### src/rtl/dmem_arbiter.sv
// Two-port arbiter and access sequencer in front of the byte-addressed data memory.
// Optional feature: define DMEM_ARB_RR_EN for round-robin arbitration (default: port 0 fixed priority).
module dmem_arbiter #(
    parameter int unsigned DEPTH = 4096
) (
    input  logic        clk,
    input  logic        rst,
    input  logic        m0_req_valid,
    output logic        m0_req_ready,
    input  logic [31:0] m0_req_addr,
    input  logic [31:0] m0_req_wdata,
    input  logic        m0_req_we,
    input  logic [2:0]  m0_req_funct3,
    output logic        m0_rsp_valid,
    output logic [31:0] m0_rsp_rdata,
    output logic        m0_rsp_err,
    input  logic        m1_req_valid,
    output logic        m1_req_ready,
    input  logic [31:0] m1_req_addr,
    input  logic [31:0] m1_req_wdata,
    input  logic        m1_req_we,
    input  logic [2:0]  m1_req_funct3,
    output logic        m1_rsp_valid,
    output logic [31:0] m1_rsp_rdata,
    output logic        m1_rsp_err,
    output logic [31:0] mem_addr,
    output logic [31:0] mem_wdata,
    output logic [2:0]  mem_funct3,
    output logic        mem_write,
    output logic        mem_read,
    input  logic [31:0] mem_rdata
);

    typedef enum logic [1:0] {
        IDLE   = 2'd0,
        ACCESS = 2'd1,
        RESP   = 2'd2
    } state_t;

    state_t      state_r, state_next_s;
    logic        any_valid_s, grant_s, handshake_s;
    logic [31:0] sel_addr_s, sel_wdata_s;
    logic        sel_we_s, sel_err_s;
    logic [2:0]  sel_funct3_s;
    logic [31:0] addr_r, wdata_r;
    logic [2:0]  funct3_r;
    logic        we_r, err_r, port_r, mem_write_r, mem_read_r;
    logic        m0_rsp_valid_r, m1_rsp_valid_r, m0_rsp_err_r, m1_rsp_err_r;
    logic [31:0] m0_rsp_rdata_r, m1_rsp_rdata_r;
`ifdef DMEM_ARB_RR_EN
    logic        ptr_r;
`endif

    // Range check uses 33 bits so an access near 0xFFFFFFFF cannot wrap back into range.
    function automatic logic access_error(input logic [31:0] addr, input logic we,
                                          input logic [2:0] funct3);
        logic        bad_code;
        logic        misaligned;
        logic [32:0] size_m1;
        logic [32:0] last_byte;
        case (funct3[1:0])
            2'b00:   size_m1 = 33'd0;
            2'b01:   size_m1 = 33'd1;
            default: size_m1 = 33'd3;
        endcase
        if (we) begin
            bad_code = (funct3 != 3'b000) && (funct3 != 3'b001) && (funct3 != 3'b010);
        end else begin
            bad_code = (funct3 == 3'b011) || (funct3 == 3'b110) || (funct3 == 3'b111);
        end
        case (funct3)
            3'b001, 3'b101: misaligned = addr[0];
            3'b010:         misaligned = (addr[1:0] != 2'b00);
            default:        misaligned = 1'b0;
        endcase
        last_byte = {1'b0, addr} + size_m1;
        return bad_code || misaligned || (last_byte >= 33'(DEPTH));
    endfunction

    // Grant selection: a lone requester always wins; ties go to the preferred port.
    always_comb begin
        any_valid_s = m0_req_valid || m1_req_valid;
`ifdef DMEM_ARB_RR_EN
        if (m0_req_valid && m1_req_valid) begin
            grant_s = ptr_r;
        end else begin
            grant_s = !m0_req_valid;
        end
`else
        grant_s = !m0_req_valid;
`endif
    end

    // Request field mux and validation for the granted port.
    always_comb begin
        if (grant_s) begin
            sel_addr_s   = m1_req_addr;
            sel_wdata_s  = m1_req_wdata;
            sel_we_s     = m1_req_we;
            sel_funct3_s = m1_req_funct3;
        end else begin
            sel_addr_s   = m0_req_addr;
            sel_wdata_s  = m0_req_wdata;
            sel_we_s     = m0_req_we;
            sel_funct3_s = m0_req_funct3;
        end
        sel_err_s = access_error(sel_addr_s, sel_we_s, sel_funct3_s);
    end

    // Next-state logic and request handshake.
    always_comb begin
        state_next_s = state_r;
        handshake_s  = 1'b0;
        case (state_r)
            IDLE: begin
                handshake_s = any_valid_s && !rst;
                if (any_valid_s) begin
                    state_next_s = ACCESS;
                end else begin
                    state_next_s = IDLE;
                end
            end
            ACCESS:  state_next_s = RESP;
            RESP:    state_next_s = IDLE;
            default: state_next_s = IDLE;
        endcase
        m0_req_ready = handshake_s && !grant_s;
        m1_req_ready = handshake_s && grant_s;
    end

    // State register.
    always_ff @(posedge clk) begin
        if (rst) begin
            state_r <= IDLE;
        end else begin
            state_r <= state_next_s;
        end
    end

    // Request capture, memory enables and per-port response registers.
    always_ff @(posedge clk) begin
        if (rst) begin
            addr_r         <= 32'd0;
            wdata_r        <= 32'd0;
            funct3_r       <= 3'd0;
            we_r           <= 1'b0;
            err_r          <= 1'b0;
            port_r         <= 1'b0;
            mem_write_r    <= 1'b0;
            mem_read_r     <= 1'b0;
            m0_rsp_valid_r <= 1'b0;
            m1_rsp_valid_r <= 1'b0;
            m0_rsp_err_r   <= 1'b0;
            m1_rsp_err_r   <= 1'b0;
            m0_rsp_rdata_r <= 32'd0;
            m1_rsp_rdata_r <= 32'd0;
        end else begin
            case (state_r)
                IDLE: begin
                    if (handshake_s) begin
                        addr_r      <= sel_addr_s;
                        wdata_r     <= sel_wdata_s;
                        funct3_r    <= sel_funct3_s;
                        we_r        <= sel_we_s;
                        err_r       <= sel_err_s;
                        port_r      <= grant_s;
                        mem_write_r <= sel_we_s && !sel_err_s;
                        mem_read_r  <= !sel_we_s && !sel_err_s;
                    end
                end
                ACCESS: begin
                    mem_write_r <= 1'b0;
                    mem_read_r  <= 1'b0;
                    if (port_r) begin
                        m1_rsp_valid_r <= 1'b1;
                        m1_rsp_err_r   <= err_r;
                        m1_rsp_rdata_r <= (we_r || err_r) ? 32'd0 : mem_rdata;
                    end else begin
                        m0_rsp_valid_r <= 1'b1;
                        m0_rsp_err_r   <= err_r;
                        m0_rsp_rdata_r <= (we_r || err_r) ? 32'd0 : mem_rdata;
                    end
                end
                RESP: begin
                    m0_rsp_valid_r <= 1'b0;
                    m1_rsp_valid_r <= 1'b0;
                    m0_rsp_err_r   <= 1'b0;
                    m1_rsp_err_r   <= 1'b0;
                    m0_rsp_rdata_r <= 32'd0;
                    m1_rsp_rdata_r <= 32'd0;
                end
                default: begin
                    mem_write_r <= 1'b0;
                    mem_read_r  <= 1'b0;
                end
            endcase
        end
    end

`ifdef DMEM_ARB_RR_EN
    // Preference flips to the other port after every grant.
    always_ff @(posedge clk) begin
        if (rst) begin
            ptr_r <= 1'b0;
        end else if (handshake_s) begin
            ptr_r <= !grant_s;
        end
    end
`endif

    assign mem_addr     = addr_r;
    assign mem_wdata    = wdata_r;
    assign mem_funct3   = funct3_r;
    assign mem_write    = mem_write_r && !rst;
    assign mem_read     = mem_read_r && !rst;
    assign m0_rsp_valid = m0_rsp_valid_r;
    assign m1_rsp_valid = m1_rsp_valid_r;
    assign m0_rsp_err   = m0_rsp_err_r;
    assign m1_rsp_err   = m1_rsp_err_r;
    assign m0_rsp_rdata = m0_rsp_rdata_r;
    assign m1_rsp_rdata = m1_rsp_rdata_r;

endmodule

### config.mk
export PLATFORM = sky130hd
export DESIGN_NAME = dmem_arbiter
export DESIGN_NICKNAME = d
export VERILOG_FILES = /design/src/rtl/dmem_arbiter.sv
export SDC_FILE = /design/constraint.sdc
export NUM_CORES = 1
export LEC_CHECK = 0
export CAP_MARGIN = 40
export CORE_ASPECT_RATIO = 1.75
export CORE_MARGIN = 5
export CORE_UTILIZATION = 40
export DETAILED_ROUTE_END_ITERATION = 10
export GPL_ROUTABILITY_DRIVEN = 1
export HOLD_SLACK_MARGIN = 0.02
export PLACE_DENSITY_LB_ADDON = 0.08
export SYNTH_ARGS = -nofsm -noshare
export SYNTH_HDL_FRONTEND = slang
export SYNTH_SLANG_ARGS = --single-unit
### constraint.sdc
create_clock -name clk -period 13.25 [get_ports clk]
set_input_delay 1.325 -clock clk [delete_from_list [all_inputs] [get_ports clk]]
set_output_delay 1.325 -clock clk [all_outputs]
set_load 0.05 [all_outputs]
==> run summary, run 1 <==
### Synthesis
* **EDFF count, synth** 0
* **dominant combinational cell family by area after synthesis** simple AND/OR/NAND/NOR gates
* **Post-Syn Area per Cell** 9.234 um^2
* **number of nets in the synthesized netlist** 869
* **Adder-Cell Fraction of Synth Area** 0.7029%
* **synthesis-stage register bit count** 142
* **count of different cell masters after synthesis** 50
* **share of async-settable or async-resettable flops after synthesis** 0%
* **post-synthesis instance area** 0.006409 mm^2
* **sequential cell area fraction in the yosys report** 44.36%
* **Top FF cell, synth** sky130_fd_sc_hd__dfxtp_1
* **post-synthesis compound-gate area fraction** 18.92%
* **multiplexer area fraction after synthesis** 11.69%
* **Yosys warning count** 0
* **simple-gate share of the synthesized area** 19.37%
* **Post-Syn Instances** 694
* **Synth Area in XOR/XNOR** 1.093%

### Run
* **number of maximum-capacitance constraint violations** 0

### Final layout
* **fraction of final layout cells with drive strength greater than 1** 5.572%
* **final net count** 1151
* **most common library cell in the layout ignoring fill and taps** sky130_fd_sc_hd__clkdlybuf4s50_1
* **post-synthesis to final-layout area growth** 59.61%
* **commonest cells after routing, fill and taps aside** sky130_fd_sc_hd__clkdlybuf4s50_1, sky130_fd_sc_hd__dfxtp_1, sky130_fd_sc_hd__mux2i_1
* **ant diodes** 0
* **final std cells w/o fill** 1176

### Clocking
* **TritonCTS clock tree** built
* **Post-CTS Setup Inserts** 0
* **Sink Count** 142
* **number of buffers inserted during clock tree synthesis** 17
* **maximum number of buffers from clock root to sink** 2
* **Post-CTS Hold Fix Bufs** 0
* **Worst-Skew Late Latency** 0.41 ns
* **deepest level of the CTS H-tree** 4
* **post-CTS sizing** 0
* **clock-pin slew of the registers on the worst-case setup and hold paths** 0.05 ns
* **clock root cell** sky130_fd_sc_hd__clkbuf_16

### STA
* **measured slew at the worst slew-check pin** 0.9191 ns
* **Max-Slew Margin vs Limit** 38.73%
* **worst clock skew on the final layout** 0.01167 ns
* **PnR worst setup slack** 8.165 ns
* **final clock period utilization by the worst path** 38.38%
* **setup violators final** 0
* **Min Clock Period, post-route** 5.085 ns
* **number of endpoints with negative hold slack in the final report** 0
* **Final Slew Violations** 0
* **setup TNS** 0 ns
* **highest achievable clock rate** 196.6 MHz
* **RSZ-0062 raised after global routing** no
* **hold slack final** 0.4575 ns

### Setup path
* **Worst Path Required** 11.93 ns
* **Worst R2R Setup Slack** 10.58 ns
* **data arrival at the endpoint of the critical path** 3.76 ns
* **element type at the critical path end** primary output
* **cell with the largest stage delay on the worst path** sky130_fd_sc_hd__clkdlybuf4s50_1
* **reg-to-reg startpoint** state_r[1]
* **Critical Path Start Type** primary input
* **buffers plus inverters on the worst setup path** 5
* **worst setup path class** primary input to primary output
* **worst flop-to-flop path endpoint** err_r
* **r2r worst-path depth** 8
* **critical path's largest stage delay** 0.81 ns
* **cell class contributing the biggest share of worst-path delay** buffers and inverters
* **largest fanout on the critical path** 99
* **cell-by-cell trace of the critical path** buf_2, buf_4, nor3_1, nand2b_2, inv_2, buf_12, and2_1, clkdlybuf4s50_1
* **stages on the worst setup path** 8

### Route
* **detailed-route DRC error count** 0
* **total vias in the final route** 6493
* **total wire length after detailed routing** 22120 um
* **via density per instance** 5.521
* **drt pass-1 iters** 5
* **1st-iter DRT viols** 287
* **DRT antenna net count** 0
* **detailed-route wire length per cell** 18.81 um

### Pwr
* **Tot Pwr** 1.286 mW
* **leakage power of the design** 3.729 nW
* **ratio of total power to cell area** 125.7 mW/mm^2
* **peak supply drop** 0.08595 mV

### Floorplanning
* **die boundary height** 177.4 um
* **standard cell core area** 0.01580 mm^2
* **Total Die Area** 0.01875 mm^2
* **effective utilization at floorplan** 40.56%
* **number of primary I/O pins** 311
* **num rows** 61
* **horizontal die dimension** 105.7 um

### Place
* **total of buffers placed on input and output ports** 310
* **estimated wirelength of the detail-placed design** 17150 um
* **Setup WS pre-CTS** 8.131 ns
* **weighted congestion at the end of routability-driven global placement** 0.8885
* **Cells after DPL** 1146

### GRT
* **combined global-route utilization of all metal layers** 22.63%
* **largest net degree at the start of global routing** 100
* **number of antenna violations at the first check in global routing** 0
* **vias in the first global route** 6795
* **first-pass GRT wire length** 34260 um
* **remaining global-route overflow** 0

### Hold path
* **launch point of the worst hold path** m1_rsp_valid
* **number of cells on the worst hold path** 1
* **Worst Hold End** m1_rsp_valid
* **Hold WC Path Type** register to register

### Run status
* **status** finished clean

## per-stage QoR
step | cell area, um^2 | util [%]
final | 10230 | 64.74
after global routing | 10230 | 64.74
after CTS | 10230 | 64.74
after detailed placement | 9627 | 60.93
after global placement | 9560 | 60.51
after floorplan | 6409 | -
## worst max path at each step
stage / from / endpoint
5_1_grt: rst / m1_req_ready
2_1_floorplan: m0_req_valid / err_r
3_3_place_gp: rst / m0_req_ready
3_5_place_dp: rst / m0_req_ready
6_report: rst / m0_req_ready
4_1_cts: rst / m0_req_ready
## sequential cells by signal (all words and copies together) (netlist names)
signal and cells:
mem_write_r 1, m1_rsp_rdata 32, we_r 1, m0_rsp_err 1
mem_addr 32, port_r 1, mem_wdata 32, mem_read_r 1
err_r 1, m1_rsp_err 1, m1_rsp_valid 1, mem_funct3 3
m0_rsp_valid 1, state_r 2, m0_rsp_rdata 32
## report_power, final
group          total [mW]  switching [mW]  internal (mW)
Combinational       0.327           0.198          0.130
Sequential          0.473          0.0166          0.456
Clock               0.486           0.185          0.301
## cells by family (layout without fill, tap and decap cells)
group                    after synthesis  in the layout
AO/OA/AOI/OAI                        177            177
XOR/XNOR                               8              8
adder cells (fa/ha/maj)                3              3
buffers and inverters                 59            352
flip-flops                           142            142
multiplexers                          74             74
AND/OR/NAND/NOR                      231            231
## cell usage after synthesis (4+ instances only)
| cell type | count | area [um^2] |
|---|---|---|
| sky130_fd_sc_hd__o21ai_0 | 39 | 195.2 |
| sky130_fd_sc_hd__nand2b_1 | 12 | 75.07 |
| sky130_fd_sc_hd__buf_2 | 6 | 30.03 |
| sky130_fd_sc_hd__nor4_1 | 4 | 25.02 |
| sky130_fd_sc_hd__clkbuf_1 | 45 | 168.9 |
| sky130_fd_sc_hd__dfxtp_1 | 142 | 2843 |
| sky130_fd_sc_hd__nand2_1 | 31 | 116.4 |
| sky130_fd_sc_hd__a21oi_1 | 43 | 215.2 |
| sky130_fd_sc_hd__or4_1 | 5 | 37.54 |
| sky130_fd_sc_hd__nand3b_1 | 39 | 292.8 |
| sky130_fd_sc_hd__nor3_1 | 7 | 35.03 |
| sky130_fd_sc_hd__nand3_1 | 64 | 320.3 |
| sky130_fd_sc_hd__a32o_1 | 35 | 350.3 |
| sky130_fd_sc_hd__mux2_2 | 7 | 78.83 |
| sky130_fd_sc_hd__nand4_1 | 4 | 25.02 |
| sky130_fd_sc_hd__xnor2_1 | 6 | 52.55 |
| sky130_fd_sc_hd__a211oi_1 | 36 | 270.3 |
| sky130_fd_sc_hd__mux2i_1 | 67 | 670.6 |
| sky130_fd_sc_hd__nor2b_1 | 5 | 31.28 |
| sky130_fd_sc_hd__nor2_1 | 48 | 180.2 |
## cell type report
| cell class | instances | area, um^2 |
|---|---|---|
| Fill cell | 1335 | 5570 |
| Inverter | 2 | 7.507 |
| Tap cell | 189 | 236.5 |
| Sequential cell | 142 | 2843 |
| Timing Repair Buffer | 320 | 3207 |
| Clock inverter | 12 | 162.7 |
| Multi-Input combinational cell | 493 | 3333 |
| Clock buffer | 18 | 439.2 |
## routing by layer
| metal | share of wire, % | GRT usage (%) | vias to the layer above | routed length (um) |
|---|---|---|---|---|
| met3 | 5.9 | 5.096 | 43 | 1303 |
| met5 | 0 | 0 | - | 0 |
| met1 | 34 | 22.37 | 3059 | 7585 |
| li1 | - | - | 3165 | - |
| met2 | 56 | 44.33 | 226 | 12490 |
| met4 | 3.4 | 9.724 | 0 | 748 |
## worst register-to-register path: stages (launching register included)
cell and delay [ns]:
sky130_fd_sc_hd__dfxtp_1 0.33, sky130_fd_sc_hd__nor3_1 0.29, sky130_fd_sc_hd__nand2b_2 0.11, sky130_fd_sc_hd__buf_4 0.32, sky130_fd_sc_hd__or4_1 0.60, sky130_fd_sc_hd__a21oi_1 0.14, sky130_fd_sc_hd__nand3_1 0.09, sky130_fd_sc_hd__or4_1 0.49
sky130_fd_sc_hd__a21boi_1 0.17
(Power assumes the default switching activity.)
==> inputs of run 2 (changes only) <==
==> constraint.sdc (replaced) <==
create_clock -name clk -period 4.8 [get_ports clk]
set_input_delay 0.48 -clock clk [delete_from_list [all_inputs] [get_ports clk]]
set_output_delay 0.48 -clock clk [all_outputs]
set_load 0.05 [all_outputs]
==> run 2 against run 1 <==
Sequential power rose to 2.7 times the previous value. Flip-flop and latch count did not move. Via count rose by 0.39%. Clock skew rose by 0.0011 ns. Cell count rose by 0.34%. Clock power rose to 2.7 times the previous value. Setup slack got worse by 6.9 ns. Critical path depth did not move. Combinational power rose to 2.8 times the previous value.
==> run summary, run 2 (synthesis results as in run 1) <==
### STA
* **measured slew at the worst slew-check pin** 0.8875 ns, was 0.9191 ns
* **setup TNS** 0 ns, unchanged
* **worst clock skew on the final layout** 0.01277 ns, was 0.01167 ns
* **hold slack final** 0.4552 ns, was 0.4575 ns
* **Final Slew Violations** 0, unchanged
* **Min Clock Period, post-route** 3.492 ns
* **highest achievable clock rate** 286.4 MHz
* **setup violators final** 0, unchanged
* **final clock period utilization by the worst path** 72.74%
* **RSZ-0062 raised after global routing** no, unchanged
* **PnR worst setup slack** 1.308 ns, was 8.165 ns
* **number of endpoints with negative hold slack in the final report** 0, unchanged
* **Max-Slew Margin vs Limit** 40.83%, was 38.73%

### GRT
* **vias in the first global route** 6705, was 6795
* **combined global-route utilization of all metal layers** 23.07%, was 22.63%
* **largest net degree at the start of global routing** 65, was 100
* **first-pass GRT wire length** 34710 um, was 34260 um
* **remaining global-route overflow** 0, unchanged
* **number of antenna violations at the first check in global routing** 0, unchanged

### Setup path
* **cell-by-cell trace of the critical path** buf_4, buf_4, nor2_1, nor3_1, nand2b_2, buf_4, nor2_1, clkdlybuf4s50_1, was buf_2, buf_4, nor3_1, nand2b_2, inv_2, buf_12, and2_1, clkdlybuf4s50_1
* **element type at the critical path end** primary output, unchanged
* **r2r worst-path depth** 5, was 8
* **launching element of the worst setup path** m0_req_valid, was rst
* **data arrival at the endpoint of the critical path** 3.01 ns, was 3.76 ns
* **worst flop-to-flop path endpoint** m1_rsp_rdata[16], was err_r
* **worst setup path class** primary input to primary output, unchanged
* **crit-path most repeated cell** sky130_fd_sc_hd__buf_4
* **Worst Path Required** 4.32 ns, was 11.93 ns
* **Worst R2R Setup Slack** 2.28 ns, was 10.58 ns
* **Critical Path Start Type** primary input, unchanged
* **cell with the largest stage delay on the worst path** sky130_fd_sc_hd__clkdlybuf4s50_1, unchanged
* **critical path's largest stage delay** 0.81 ns, about the same
* **largest fanout on the critical path** 40, was 99
* **reg-to-reg startpoint** state_r[0], was state_r[1]

### Floorplanning
* **Total Die Area** 0.01875 mm^2, unchanged
* **standard cell core area** 0.01580 mm^2, unchanged
* **num rows** 61, unchanged
* **effective utilization at floorplan** 40.56%, unchanged
* **die boundary height** 177.4 um, unchanged
* **horizontal die dimension** 105.7 um, unchanged
* **number of primary I/O pins** 311, unchanged

### Final layout
* **ant diodes** 0, unchanged
* **commonest cells after routing, fill and taps aside** sky130_fd_sc_hd__clkdlybuf4s50_1, sky130_fd_sc_hd__dfxtp_1, sky130_fd_sc_hd__mux2i_1, unchanged
* **final std cells w/o fill** 1180, was 1176
* **fraction of final layout cells with drive strength greater than 1** 6.054%, was 5.572%
* **post-synthesis to final-layout area growth** 59.21%, was 59.61%
* **final net count** 1153, was 1151
* **most common library cell in the layout ignoring fill and taps** sky130_fd_sc_hd__clkdlybuf4s50_1, unchanged

### Route
* **drt pass-1 iters** 6, was 5
* **1st-iter DRT viols** 201, was 287
* **DRT antenna net count** 0, unchanged
* **via density per instance** 5.524, was 5.521
* **total wire length after detailed routing** 22320 um, was 22120 um
* **total vias in the final route** 6518, was 6493
* **detailed-route DRC error count** 0, unchanged
* **detailed-route wire length per cell** 18.91 um, was 18.81 um

### Clocking
* **post-CTS sizing** 0, unchanged
* **Post-CTS Hold Fix Bufs** 0, unchanged
* **number of buffers inserted during clock tree synthesis** 17, unchanged
* **Sink Count** 142, unchanged
* **Worst-Skew Late Latency** 0.41 ns, about the same
* **deepest level of the CTS H-tree** 4, unchanged
* **clock root cell** sky130_fd_sc_hd__clkbuf_16, unchanged
* **maximum number of buffers from clock root to sink** 2, unchanged
* **TritonCTS clock tree** built, unchanged
* **clock-pin slew of the registers on the worst-case setup and hold paths** 0.07 ns, was 0.05 ns
* **Post-CTS Setup Inserts** 0, unchanged

### Pwr
* **peak supply drop** 0.2074 mV, was 0.08595 mV
* **leakage power of the design** 3.723 nW, was 3.729 nW
* **ratio of total power to cell area** 342.4 mW/mm^2, was 125.7 mW/mm^2
* **Tot Pwr** 3.494 mW, was 1.286 mW

### Place
* **total of buffers placed on input and output ports** 310, unchanged
* **weighted congestion at the end of routability-driven global placement** 0.9361, was 0.8885
* **Setup WS pre-CTS** 1.045 ns, was 8.131 ns
* **estimated wirelength of the detail-placed design** 17370 um, was 17150 um
* **Cells after DPL** 1148, was 1146

### Hold path
* **Hold WC Path Type** register to register, unchanged
* **launch point of the worst hold path** m1_rsp_rdata[0], was m1_rsp_valid
* **Worst Hold End** m1_rsp_rdata[0], was m1_rsp_valid
* **number of cells on the worst hold path** 2, was 1

### Run status
* **status** finished clean, unchanged

### Run
* **number of maximum-capacitance constraint violations** 0, unchanged

-- run 2: cell types whose count changed in the layout (fill, tap and decap cells not counted), sizes merged --
cell and change:
buf +3, bufinv -2, clkdlybuf4s50 -1, clkinv -3
clkinvlp +1, inv +6
-- run 2: worst max-delay path by stage --
stage	depth (start not counted)	endpoint	slack, ns
after floorplan	17	err_r	0.56
after global placement	12	err_r	1.18
after detailed placement	10	err_r	1.05
after CTS	8	m1_req_ready	1.29
after global routing	8	m1_req_ready	1.16
final	8	m1_req_ready	1.31
-- run 2: critical path, delay by kind of cell --
| kind | cells | cell delay, ns |
|---|---|---|
| buffers and inverters | 4 | 1.89 |
| AND/OR/NAND/NOR | 4 | 0.60 |
-- run 2: final cells by class --
cell class | count | area, um^2
fillers | 1335 | 5595
multi-input cells | 493 | 3333
repair buffers | 322 | 3199
flip-flops and latches | 142 | 2843
clock buffers | 18 | 439.2
well taps | 189 | 236.5
clock inverters | 14 | 145.1
inverters | 2 | 7.507
-- run 2: through the flow --
| step | utilization, % | area, um^2 |
|---|---|---|
| floorplan | - | 6409 |
| global placement | 60.64 | 9580 |
| detailed placement | 60.89 | 9619 |
| finish | 64.58 | 10200 |
| CTS | 64.58 | 10200 |
| global route | 64.58 | 10200 |
-- run 2: power by group --
part	switching [mW]	internal (mW)	total, mW
clock	0.542	0.745	1.29
combinational	0.547	0.357	0.904
sequential	0.0443	1.26	1.30
total	1.13	2.36	3.49
-- run 2: per-layer routing --
metal | up-vias | global-route usage [%] | wire length (um)
li1 | 3156 | - | -
met1 | 3062 | 23.46 | 8005
met2 | 250 | 43.98 | 12120
met3 | 50 | 5.752 | 1325
met4 | 0 | 9.941 | 860
met5 | - | 0 | 0
==> inputs of run 3 (changes only) <==
--- a/config.mk
+++ b/config.mk
@@ -8,7 +8,7 @@
 export CAP_MARGIN = 40
 export CORE_ASPECT_RATIO = 1.75
 export CORE_MARGIN = 5
-export CORE_UTILIZATION = 40
+export CORE_UTILIZATION = 37
 export DETAILED_ROUTE_END_ITERATION = 10
 export GPL_ROUTABILITY_DRIVEN = 1
 export HOLD_SLACK_MARGIN = 0.02
==> constraint.sdc (replaced) <==
create_clock -name clk -period 3.2 [get_ports clk]
set_input_delay 0.32 -clock clk [delete_from_list [all_inputs] [get_ports clk]]
set_output_delay 0.32 -clock clk [all_outputs]
set_load 0.05 [all_outputs]
==> run 3 against run 2 <==
Power grew 52%. Sequential power is 50% higher. Highest routed layer unchanged. Sequential share of layout area down 0.77 points. Cell count increased by 5.4%. Hold slack got worse by 0.10 ns. Setup slack worse by 0.93 ns. Clock skew hardly changed. Critical endpoint is now err_r. First-iteration DRC count grew 36%.
==> run summary, run 3 (synthesis results as in run 1) <==
### STA
* **setup TNS** 0 ns, unchanged
* **setup violators final** 0, unchanged
* **PnR worst setup slack** 0.3791 ns, was 1.308 ns
* **highest achievable clock rate** 354.5 MHz
* **measured slew at the worst slew-check pin** 0.8247 ns, was 0.8875 ns
* **Final Slew Violations** 0, unchanged
* **number of endpoints with negative hold slack in the final report** 0, unchanged
* **Min Clock Period, post-route** 2.821 ns
* **RSZ-0062 raised after global routing** no, unchanged
* **worst clock skew on the final layout** 0.01288 ns, was 0.01277 ns
* **Max-Slew Margin vs Limit** 44.89%, was 40.83%
* **hold slack final** 0.3504 ns, was 0.4552 ns
* **final clock period utilization by the worst path** 88.15%

### Floorplanning
* **num rows** 63, was 61
* **effective utilization at floorplan** 37.64%, was 40.56%
* **Total Die Area** 0.02016 mm^2, was 0.01875 mm^2
* **standard cell core area** 0.01703 mm^2, was 0.01580 mm^2
* **number of primary I/O pins** 311, unchanged
* **die boundary height** 184.1 um, was 177.4 um
* **horizontal die dimension** 109.5 um, was 105.7 um

### GRT
* **combined global-route utilization of all metal layers** 22.00%, was 23.07%
* **remaining global-route overflow** 0, unchanged
* **number of antenna violations at the first check in global routing** 0, unchanged
* **first-pass GRT wire length** 34450 um, was 34710 um
* **vias in the first global route** 6409, was 6705
* **largest net degree at the start of global routing** 71, was 65

### Place
* **area after detailed placement** 0.009913 mm^2, was 0.009619 mm^2
* **weighted congestion at the end of routability-driven global placement** 0.9149, was 0.9361
* **Setup WS pre-CTS** -0.02588 ns, was 1.045 ns
* **estimated wirelength of the detail-placed design** 17870 um, was 17370 um
* **total of buffers placed on input and output ports** 310, unchanged

### Final layout
* **design area** 0.01050 mm^2, was 0.01020 mm^2
* **most common library cell in the layout ignoring fill and taps** sky130_fd_sc_hd__clkdlybuf4s50_1, unchanged
* **fraction of final layout cells with drive strength greater than 1** 8.850%, was 6.054%
* **final net count** 1180, was 1153
* **commonest cells after routing, fill and taps aside** sky130_fd_sc_hd__clkdlybuf4s50_1, sky130_fd_sc_hd__dfxtp_1, sky130_fd_sc_hd__mux2i_1, unchanged
* **ant diodes** 0, unchanged
* **post-synthesis to final-layout area growth** 63.76%, was 59.21%

### Pwr
* **NetSw** 1.711 mW, was 1.134 mW
* **ratio of total power to cell area** 507.3 mW/mm^2, was 342.4 mW/mm^2
* **net switching fraction of the power** 32.14%, was 32.45%
* **peak supply drop** 0.3227 mV, was 0.2074 mV
* **leakage power of the design** 3.868 nW, was 3.723 nW
* **cell-internal power** 3.613 mW, was 2.360 mW
* **Logic pwr share** 26.2%, was 25.9%
* **Reg power frac** 36.7%, was 37.3%
* **clock group share of total power** 37.1%, was 36.8%

### Clocking
* **clock root cell** sky130_fd_sc_hd__clkbuf_16, unchanged
* **post-CTS sizing** 0, unchanged
* **maximum number of buffers from clock root to sink** 2, unchanged
* **Post-CTS Hold Fix Bufs** 0, unchanged
* **Sink Count** 142, unchanged
* **Worst-Skew Late Latency** 0.42 ns, was 0.41 ns
* **clock-pin slew of the registers on the worst-case setup and hold paths** 0.06 ns, was 0.07 ns
* **number of buffers inserted during clock tree synthesis** 17, unchanged
* **TritonCTS clock tree** built, unchanged
* **deepest level of the CTS H-tree** 4, unchanged
* **Post-CTS Setup Inserts** 0, unchanged

### Route
* **detailed-route wire length per cell** 18.50 um, was 18.91 um
* **total wire length after detailed routing** 23010 um, was 22320 um
* **detailed-route DRC error count** 0, unchanged
* **DRT antenna net count** 0, unchanged
* **drt pass-1 iters** 4, was 6
* **1st-iter DRT viols** 274, was 201
* **total vias in the final route** 6496, was 6518
* **via density per instance** 5.222, was 5.524

### Setup path
* **data arrival at the endpoint of the critical path** 3.09 ns, was 3.01 ns
* **worst setup path class** primary input to register, was primary input to primary output
* **element type at the critical path end** register, was primary output
* **largest fanout on the critical path** 5, was 40
* **Worst Path Required** 3.47 ns, was 4.32 ns
* **Critical Path Start Type** primary input, unchanged

### Hold path
* **Hold WC Path Type** primary input to register, was register to register

### Run
* **number of maximum-capacitance constraint violations** 0, unchanged

### Run status
* **status** finished clean, unchanged

==> run 3: final timing paths <==
| kind | start | end | slack, ns | depth (start not counted) |
|---|---|---|---|---|
| worst min-delay path | rst | mem_read_r | 0.35 | 5 |
| worst max-delay path | m1_req_funct3[0] | err_r | 0.38 | 12 |
| worst max register to register | state_r[1] | err_r | 0.86 | 7 |
| worst min register to register | m1_rsp_valid | m1_rsp_valid | 0.45 | 1 |
==> run 3: critical path, cell delays in order <==
cell and delay (ns):
sky130_fd_sc_hd__clkdlybuf4s50_1 0.44, sky130_fd_sc_hd__mux2i_1 0.25, sky130_fd_sc_hd__nand2_1 0.10, sky130_fd_sc_hd__ha_2 0.20, sky130_fd_sc_hd__fa_1 0.36, sky130_fd_sc_hd__a21boi_2 0.17
sky130_fd_sc_hd__o21a_1 0.18, sky130_fd_sc_hd__a21oi_1 0.17, sky130_fd_sc_hd__a2bb2oi_1 0.21, sky130_fd_sc_hd__o2111ai_1 0.12, sky130_fd_sc_hd__or4_4 0.44, sky130_fd_sc_hd__a21boi_1 0.14
==> run 3: layout make-up <==
class	instances	area (um^2)
clock inverters	13	152.6
repair buffers	349	3428
fillers	1555	6531
clock buffers	18	429.2
well taps	227	284.0
multi-input cells	493	3351
flip-flops and latches	142	2843
inverters	2	7.507
==> run 3: power groups by stage <==
stage	combinational (mW)	clock, mW	sequential, mW
6_report	1.39	1.98	1.95
5_1_grt	1.48	2.10	1.97
4_1_cts	1.41	2.03	1.95
3_5_place_dp	1.40	0	1.99
3_3_place_gp	1.40	0	1.99
2_1_floorplan	0.397	0	2.37
==> run 3: stage by stage <==
stage	power (mW)	utilization [%]	instances
floorplan	2.770	-	694
global placement	3.384	58.06	1212
detailed placement	3.393	58.22	1213
CTS	5.389	61.64	1244
global route	5.543	61.64	1244
finish	5.324	61.64	1244
==> run 3: routing by layer <==
| metal | track usage (%) | up-vias | wire length (um) | part of all wire, % |
|---|---|---|---|---|
| li1 | - | 3214 | - | - |
| met1 | 23.93 | 3014 | 8558 | 37 |
| met2 | 39.42 | 225 | 12000 | 52 |
| met5 | 0 | - | 0 | 0 |
| met3 | 5.783 | 43 | 1575 | 6.8 |
| met4 | 9.486 | 0 | 873 | 3.8 |
